--- src/rtl/spi_slave_word.sv ---
// spi_slave_word: oversampled SPI slave for all four CPOL/CPHA modes.
// Receives WIDTH-bit words MSB first, counts completed words per transaction,
// requests transmit words through a tx_req/tx_valid handshake and reports
// framing errors when chip select is released mid-word.
module spi_slave_word #(
  parameter int WIDTH = 8,
  parameter int CPOL  = 0,
  parameter int CPHA  = 0,
  parameter int CNT_W = 8,
  parameter int SYNC  = 2
) (
  input  logic             i_clk,
  input  logic             i_rst,
  input  logic             i_sck,
  input  logic             i_cs_n,
  input  logic             i_mosi,
  output logic             o_miso,
  output logic             o_miso_oe,
  output logic             o_rx_valid,
  output logic [WIDTH-1:0] o_rx_data,
  output logic [CNT_W-1:0] o_rx_cnt,
  output logic             o_tx_req,
  input  logic [WIDTH-1:0] i_tx_data,
  input  logic             i_tx_valid,
  output logic             o_tx_underrun,
  output logic             o_xfer_end,
  output logic             o_frame_err
);

  localparam int BW     = (WIDTH > 2) ? $clog2(WIDTH) : 1;
  localparam int WARM_W = $clog2(SYNC + 2);
  localparam logic SCK_IDLE = 1'(CPOL);

  // Synchroniser chains and previous-value registers for edge detection
  logic [SYNC-1:0]   r_sck_sync;
  logic [SYNC-1:0]   r_cs_sync;
  logic [SYNC-1:0]   r_mosi_sync;
  logic              r_sck_prev;
  logic              r_cs_prev;

  // Arming logic: chain contents are only trusted once refilled after reset
  logic [WARM_W-1:0] r_warm;
  logic              r_armed;

  // Transaction state
  logic              r_active;
  logic [BW-1:0]     r_bitcnt;
  logic [WIDTH-1:0]  r_rx_shift;
  logic [WIDTH-1:0]  r_rx_data;
  logic [WIDTH-1:0]  r_tx_shift;
  logic [CNT_W-1:0]  r_rx_cnt;
  logic              r_rx_valid;
  logic              r_tx_underrun;
  logic              r_xfer_end;
  logic              r_frame_err;

  // Decoded strobes
  logic w_sck_s;
  logic w_cs_s;
  logic w_mosi_s;
  logic w_sck_rise;
  logic w_sck_fall;
  logic w_lead_edge;
  logic w_trail_edge;
  logic w_sample_edge;
  logic w_shift_edge;
  logic w_cs_fall;
  logic w_cs_rise;
  logic w_warm_done;
  logic w_start;
  logic w_stop;
  logic w_sample;
  logic w_shift;
  logic w_word_done;
  logic w_load;
  logic [WIDTH-1:0] w_tx_next;
  logic [WIDTH-1:0] w_rx_next;

  assign w_sck_s  = r_sck_sync[SYNC-1];
  assign w_cs_s   = r_cs_sync[SYNC-1];
  assign w_mosi_s = r_mosi_sync[SYNC-1];

  assign w_sck_rise   = ~r_sck_prev & w_sck_s;
  assign w_sck_fall   = r_sck_prev & ~w_sck_s;
  assign w_lead_edge  = (CPOL == 0) ? w_sck_rise : w_sck_fall;
  assign w_trail_edge = (CPOL == 0) ? w_sck_fall : w_sck_rise;
  assign w_sample_edge = (CPHA == 0) ? w_lead_edge : w_trail_edge;
  assign w_shift_edge  = (CPHA == 0) ? w_trail_edge : w_lead_edge;

  assign w_cs_fall   = r_cs_prev & ~w_cs_s;
  assign w_cs_rise   = ~r_cs_prev & w_cs_s;
  assign w_warm_done = (r_warm == WARM_W'(SYNC + 1));

  // Deassertion has priority over a coincident sample edge
  assign w_start     = r_armed & ~r_active & w_cs_fall;
  assign w_stop      = r_active & w_cs_rise;
  assign w_sample    = r_active & ~w_cs_rise & w_sample_edge;
  assign w_shift     = r_active & ~w_cs_rise & w_shift_edge;
  assign w_word_done = w_sample & (r_bitcnt == BW'(WIDTH - 1));
  assign w_load      = w_start | w_word_done;

  // A missing tx word is replaced by zeros on the wire
  assign w_tx_next = i_tx_valid ? i_tx_data : {WIDTH{1'b0}};
  assign w_rx_next = {r_rx_shift[WIDTH-2:0], w_mosi_s};

  // Synchronise the asynchronous pins; reset levels produce no false edges
  always_ff @(posedge i_clk) begin
    if (i_rst) begin
      r_sck_sync  <= {SYNC{SCK_IDLE}};
      r_cs_sync   <= {SYNC{1'b1}};
      r_mosi_sync <= {SYNC{1'b0}};
      r_sck_prev  <= SCK_IDLE;
      r_cs_prev   <= 1'b1;
    end else begin
      r_sck_sync  <= {r_sck_sync[SYNC-2:0], i_sck};
      r_cs_sync   <= {r_cs_sync[SYNC-2:0], i_cs_n};
      r_mosi_sync <= {r_mosi_sync[SYNC-2:0], i_mosi};
      r_sck_prev  <= w_sck_s;
      r_cs_prev   <= w_cs_s;
    end
  end

  // Arm only after a genuinely sampled high cs_n so reset mid-transfer aborts silently
  always_ff @(posedge i_clk) begin
    if (i_rst) begin
      r_warm  <= '0;
      r_armed <= 1'b0;
    end else begin
      if (!w_warm_done) begin
        r_warm <= r_warm + WARM_W'(1);
      end else begin
        r_warm <= r_warm;
      end
      if (w_warm_done && w_cs_s) begin
        r_armed <= 1'b1;
      end else begin
        r_armed <= r_armed;
      end
    end
  end

  // Transaction control: active flag, bit/word counters, status pulses
  always_ff @(posedge i_clk) begin
    if (i_rst) begin
      r_active      <= 1'b0;
      r_bitcnt      <= '0;
      r_rx_cnt      <= '0;
      r_rx_valid    <= 1'b0;
      r_tx_underrun <= 1'b0;
      r_xfer_end    <= 1'b0;
      r_frame_err   <= 1'b0;
    end else begin
      r_rx_valid  <= 1'b0;
      r_xfer_end  <= 1'b0;
      r_frame_err <= 1'b0;
      if (w_start) begin
        r_active      <= 1'b1;
        r_bitcnt      <= '0;
        r_rx_cnt      <= '0;
        r_tx_underrun <= ~i_tx_valid;
      end else if (w_stop) begin
        r_active    <= 1'b0;
        r_xfer_end  <= 1'b1;
        // a dropped coincident sample also leaves the word incomplete
        r_frame_err <= (r_bitcnt != '0) | w_sample_edge;
        r_bitcnt    <= '0;
      end else if (w_sample) begin
        if (w_word_done) begin
          r_bitcnt   <= '0;
          r_rx_valid <= 1'b1;
          r_rx_cnt   <= r_rx_cnt + CNT_W'(1);
          if (!i_tx_valid) begin
            r_tx_underrun <= 1'b1;
          end else begin
            r_tx_underrun <= r_tx_underrun;
          end
        end else begin
          r_bitcnt <= r_bitcnt + BW'(1);
        end
      end else begin
        r_active <= r_active;
        r_bitcnt <= r_bitcnt;
      end
    end
  end

  // Receive path: shift on sample edges, publish completed words
  always_ff @(posedge i_clk) begin
    if (i_rst) begin
      r_rx_shift <= '0;
      r_rx_data  <= '0;
    end else if (w_stop) begin
      r_rx_shift <= '0;
    end else if (w_sample) begin
      r_rx_shift <= w_rx_next;
      if (w_word_done) begin
        r_rx_data <= w_rx_next;
      end else begin
        r_rx_data <= r_rx_data;
      end
    end else begin
      r_rx_shift <= r_rx_shift;
    end
  end

  // Transmit path: load on request, shift except right after a fresh load
  always_ff @(posedge i_clk) begin
    if (i_rst) begin
      r_tx_shift <= '0;
    end else if (w_load) begin
      r_tx_shift <= w_tx_next;
    end else if (w_stop) begin
      r_tx_shift <= '0;
    end else if (w_shift && (r_bitcnt != '0)) begin
      r_tx_shift <= {r_tx_shift[WIDTH-2:0], 1'b0};
    end else begin
      r_tx_shift <= r_tx_shift;
    end
  end

  // tx_req is decoded from registers only, so the load and the request share a cycle
  assign o_tx_req      = w_load;
  assign o_miso        = r_tx_shift[WIDTH-1];
  assign o_miso_oe     = r_active;
  assign o_rx_valid    = r_rx_valid;
  assign o_rx_data     = r_rx_data;
  assign o_rx_cnt      = r_rx_cnt;
  assign o_tx_underrun = r_tx_underrun;
  assign o_xfer_end    = r_xfer_end;
  assign o_frame_err   = r_frame_err;

endmodule
--- config.mk ---
export PLATFORM = sky130hd
export DESIGN_NAME = spi_slave_word
export DESIGN_NICKNAME = d
export VERILOG_FILES = /design/src/rtl/spi_slave_word.sv
export SDC_FILE = /design/constraint.sdc
export NUM_CORES = 1
export LEC_CHECK = 0
export ABC_AREA = 1
export CORE_MARGIN = 5
export CORE_UTILIZATION = 50
export CTS_CLUSTER_SIZE = 10
export DETAILED_ROUTE_END_ITERATION = 7
export PLACE_DENSITY_LB_ADDON = 0.12
export SYNTH_ARGS = -nofsm -noshare
export SYNTH_HDL_FRONTEND = slang
export SYNTH_SLANG_ARGS = --single-unit
--- constraint.sdc ---
create_clock -name i_clk -period 1.6 [get_ports i_clk]
set_input_delay 0.24 -clock i_clk [delete_from_list [all_inputs] [get_ports i_clk]]
set_output_delay 0.24 -clock i_clk [all_outputs]
set_load 0.005 [all_outputs]
### After elaboration in Yosys (flattened, before gate mapping)

Cells that the tools add are included.

| cells by class | value |
|---|---|
| add/subtract/negate cells | 3 |
| equal/unequal tests | 4 |
| multiplexer cells | 14 |
| bitwise gates (word level) | 22 |
| reductions and logical operators | 14 |

Operators by type and width:

| kind | number |
|---|---|
| 8-bit 2-to-1 mux | 4 |
| 1-bit AND | 11 |
| 1-bit 2-to-1 mux | 9 |
| 1-bit inverter | 9 |
| 8-bit by 1-bit adder with 8-bit output (second input constant) | 1 |
| 2-bit nonzero test | 3 |
| 3-bit nonzero test | 2 |
| 3-bit OR reduction | 2 |
| 4-bit AND reduction | 1 |
| 2-bit OR reduction | 2 |
| 4-bit OR reduction | 1 |
| 3-bit by 1-bit adder with 3-bit output (second input constant) | 1 |
| 3-bit == test (second input constant) | 1 |
| 3-bit 2-to-1 mux | 1 |
| 3-bit AND reduction | 1 |
| 2-bit by 1-bit adder with 2-bit output (second input constant) | 1 |
| 2-bit == test (second input constant) | 1 |
| 1-bit logical AND | 2 |
| 2-bit by 1-bit != test with 1-bit output (second input constant) | 1 |
| 2-bit != test (second input constant) | 1 |
| 1-bit bitwise OR | 2 |

| storage, ports and cells | value |
|---|---|
| flip-flop bits (word level) | 50 |
| output and inout bits | 23 |
| word-level logic and storage cells | 74 |

### Logic depth before layout (Yosys ltp)

| logic depth | value |
|---|---|
| depth in word-level cells | 10 |
| gate-level depth with buffers | 9 |
| depth with buffers taken out | 9 |

### Worst setup path before layout

Ideal clock, no wire load.

| timing | value |
|---|---|
| path type | flip-flop to flip-flop |
| from | reg r_bitcnt[0] |
| to | reg r_rx_cnt[5], in the netlist o_rx_cnt[5] |
| setup time | 0.117 ns |
| arrival time | 1.255 ns |
| data required time | 1.483 ns |
| slack | 0.228 ns |
| cell stages (with the launch flop) | 8 |
| cells stage by stage | dfxtp_1 ha_1 ha_1 nand4_4 nor3_1 nand2_1 nand2_1 nor2_1 |

| on the way | value |
|---|---|
| longest elaborated chain between the ends | 3 |

RTL lines:

| element | RTL line | text |
|---|---|---|
| from (decl) | 47 | `logic [BW-1:0] r_bitcnt;` |
| from (signal assigned) | 178 | `r_bitcnt <= r_bitcnt + BW'(1);` |
| from (signal assigned) | 182 | `r_bitcnt <= r_bitcnt;` |
| 3-bit == test | 99 | `assign w_word_done = w_sample & (r_bitcnt == BW'(WIDTH - 1));` |
| 1-bit AND | 99 |  |
| 3-bit AND reduction (no source line) | n/a |  |
| to (signal assigned) | 171 | `r_rx_cnt <= r_rx_cnt + CNT_W'(1);` |
| to (decl) | 51 | `logic [CNT_W-1:0] r_rx_cnt;` |

Every way passes these cells.
A chain may end at the register's enable or synchronous reset.

### Worst setup path after layout

| timing | value |
|---|---|
| from | reg r_bitcnt[1] |
| to | out o_tx_req |

| on the way | value |
|---|---|
| longest elaborated chain between the ends | 3 |

RTL lines:

| element | RTL line | text |
|---|---|---|
| 3-bit == test | 99 |  |
| 1-bit AND | 99 |  |
| 1-bit bitwise OR | 100 | `assign w_load = w_start \| w_word_done;` |
| to (decl) | 22 | `output logic o_tx_req,` |

Every way passes these cells.

==> impl_results.md <==
- RSZ-0062 raised after global routing: no
- Number of H-tree branching levels: 2
- Die area: 0.00560 mm2
- Initial core utilization: 52.1%
- Setup slack after layout: 0.0906 ns
- Rel. slew slack: 80.2%
- Final Slew Violations: 0
- Number of buffers created by CTS: 5
- R2r setup slk: 0.10 ns
- Hold depth: 2
- Bufs on Longest Clock Path: 2
- Top post-synthesis cells by area: dfxtp_1 48%, nand2_1 7.0%, a21oi_1 6.2%
- Most frequent cells after synthesis: 50 x dfxtp_1, 39 x nand2_1, 27 x nor2_1
- Crit-path max FO: 2
- Syn Nets: 276
- Dpl cell area: around 0.0026 mm2
- Hold_sp: r_sck_sync[0]$_SDFF_PP0_
- Pleak: 1.07 nW
- Inst Count DP: approximately 350
- CP arrival: 1.27 ns
- Fillers: ~360
- Critical Path End Type: primary output
- Worst-margin pin slew: 0.295 ns
- Top_reg_cell synth: dfxtp_1
- N_diodes: 0
- Core outline area: 0.00403 mm2
- Antenna Nets Post-Route: 0
- R2R cell count: 9
- Io pins: 37
- GRT Total Usage: 17.2%
- Share of cells above drive strength 1: 14.8%
- Critical Path RT: about 1.4 ns
- Die Ht: roughly 75 um
- Hold worst-path end: r_sck_sync[1]$_SDFF_PP0_
- Final period util: 94.3%
- Worst-skew pair later-pin latency: ~0.3 ns
- EDFF count, synth: 0
- Multi-input gate area: 955 um2
- Worst Hold Class: reg -> reg
- Clock transition at path regs: 0.08 ns
- Syn Area/Cell: 8.17 um2
- Synthesized instance count: around 260
- Warning count from the yosys run: 0
- CTS tree: done
- Reg2reg start: r_bitcnt[0]$_SDFFE_PP0P_
- Yosys cell types: 31
- Pwr Total: around 2.1 mW
- Vias: ~1800
- Clk_skew: about 0.0056 ns
- Final GP Congestion: 0.811
- Pwr/cell area: 800 mW/mm2
- Max Clock Freq: around 660 MHz
- Final std cells w/o fill: about 350
- Crit start category: register
- Pre-CTS setup slack: -0.115 ns
- IO Port Bufs: 36
- Worst IR Drop VDD: around 470 uV
- Post-synth top area share: 47.7%
- Vias in the first global route: 1761
- DR vias/cell: 5.13
- Sequential Area: between 0.001 and 0.0015 mm2
- Cell Area, Synth: ~0.0021 mm2
- Asr flop ratio synth: 0%
- Maxcap violations: 0
- DR WL/cell: 12.3 um
- Pin count of the biggest net entering global routing: 24
- Initial antenna violation count: 0
- DP HPWL: 2970 um
- Fin. Hold Viols: 0
- WL final: 4370 um
- Die X: 74.8 um
- Worst setup path class: reg -> out
- Final min period: 1.51 ns
- Dominant cell type by area after synthesis: dfxtp_1
- Synthesis-to-finish area growth: 28.0%
- Seq/Total Area, Yosys: 47.7%
- Final nets: 322
- Root Driver: clkbuf_8
- Iteration-0 DRC Markers: 75
- Remaining Overflow, GRT: 0
- Status: finished, final reports clean
- Row count: 23
- Most frequent cell after synthesis: dfxtp_1
- Final setup fails: 0
- Yosys reg bits: 50
- TritonRoute pass-1 iters: 4
- DRC violations left: 0
- CTS sink cnt: 50
- First-pass GRT wire length: ~7500 um
- Design Area, Final: between 0.002 and 0.003 mm2
- RR Endpoint: r_tx_shift[5]$_SDFFE_PP0P_
==> cell type report <==
type,count,area share (%)
clock inverter,2,0.512
inverter,27,3.87
tap,50,2.33
timing repair buffer,51,17.6
clock buffer,6,2.70
sequential,50,37.5
multi-input combinational,168,35.5
==> per-layer routing <==
layer  routed length (um)  GRT usage (%)  share of wire, %
met1                 2010           21.8                46
met2                 2100           28.2                48
met3                  205           3.87               4.7
met4                   52           7.31               1.2
met5                    0              0                 0
==> power breakdown <==
group	switching (mW)	internal, mW	total [mW]
logic	0.0712	0.0680	0.139
clock network	0.413	0.309	0.722
registers	0.0168	1.27	1.29
==> worst max path at each step <==
stage | start | end | slack (ns) | cells past startpoint
CTS | r_bitcnt[1]$_SDFFE_PP0P_ | o_tx_req | 0.0007 | 5
floorplan | r_bitcnt[0]$_SDFFE_PP0P_ | o_rx_cnt[5]$_SDFFE_PP0P_ | 0.23 | 7
finish | r_bitcnt[1]$_SDFFE_PP0P_ | o_tx_req | 0.09 | 5
global route | r_bitcnt[0]$_SDFFE_PP0P_ | r_tx_shift[5]$_SDFFE_PP0P_ | 0.01 | 9
detailed placement | r_bitcnt[0]$_SDFFE_PP0P_ | o_rx_data[0]$_SDFFE_PP0P_ | -0.12 | 7
global placement | r_bitcnt[0]$_SDFFE_PP0P_ | o_rx_data[4]$_SDFFE_PP0P_ | -0.02 | 7
==> logic make-up (layout without fill, tap and decap cells) <==
| family | count (synthesis) | count (layout) | synth area share (%) |
|---|---|---|---|
| and+or+nand+nor | 114 | 114 | 27.4 |
| DFF | 50 | 50 | 47.7 |
| AOI/OAI and AO/OA | 45 | 45 | 12.0 |
| buffers and inverters | 39 | 86 | 8.28 |
| adders and majority gates | 5 | 5 | 2.98 |
| xor gates and xnor gates | 4 | 4 | 1.67 |
==> flip-flops by register name (all words and copies together), names as in the netlist, 2 cells and up <==
| register | flops |
|---|---|
| o_rx_cnt | 8 |
| o_rx_data | 8 |
| r_bitcnt | 3 |
| r_cs_sync | 2 |
| r_mosi_sync | 2 |
| r_rx_shift | 7 |
| r_sck_sync | 2 |
| r_tx_shift | 8 |
| r_warm | 2 |
==> stage by stage <==
stage	setup TNS (ns)	util [%]	hold slack, ns
3_5_place_dp	-0.760	63.4	0.397
6_report	0	66.7	0.406
2_1_floorplan	0	-	0.344
4_1_cts	0	66.4	0.410
5_1_grt	0	66.7	0.434
3_3_place_gp	-0.0620	63.4	0.392
==> what timing repair did <==
| action | CTS | global route |
|---|---|---|
| gates resized for setup | 11 | 4 |
| pin swaps | 1 | 1 |
| setup endpoints to repair | 15 | 10 |
| hold buffers | 0 | 0 |
| buffers inserted | 0 | 1 |
| endpoints found under the hold margin | 0 | 0 |
==> layout by cell type, fill, tap and decap left out, drive strengths merged, types with 2 or more instances in the layout <==
cell	n
nand3	23
clkbuf	7
inv	27
dfxtp	50
o21ai	10
nand2	42
xor2	2
clkdlybuf4s50	35
nand4	11
nand3b	2
ha	5
or2	2
nor2	29
buf	15
nor3	4
clkinv	2
xnor2	2
a211oi	8
a21oi	26
==> critical path, cell delays in order, from the launching register on <==
cell,delay (ns)
dfxtp_2,0.36
ha_4,0.15
ha_4,0.14
nand4_4,0.11
nand2_2,0.10
clkbuf_2,0.11
Power figures use the tool's default switching activity.
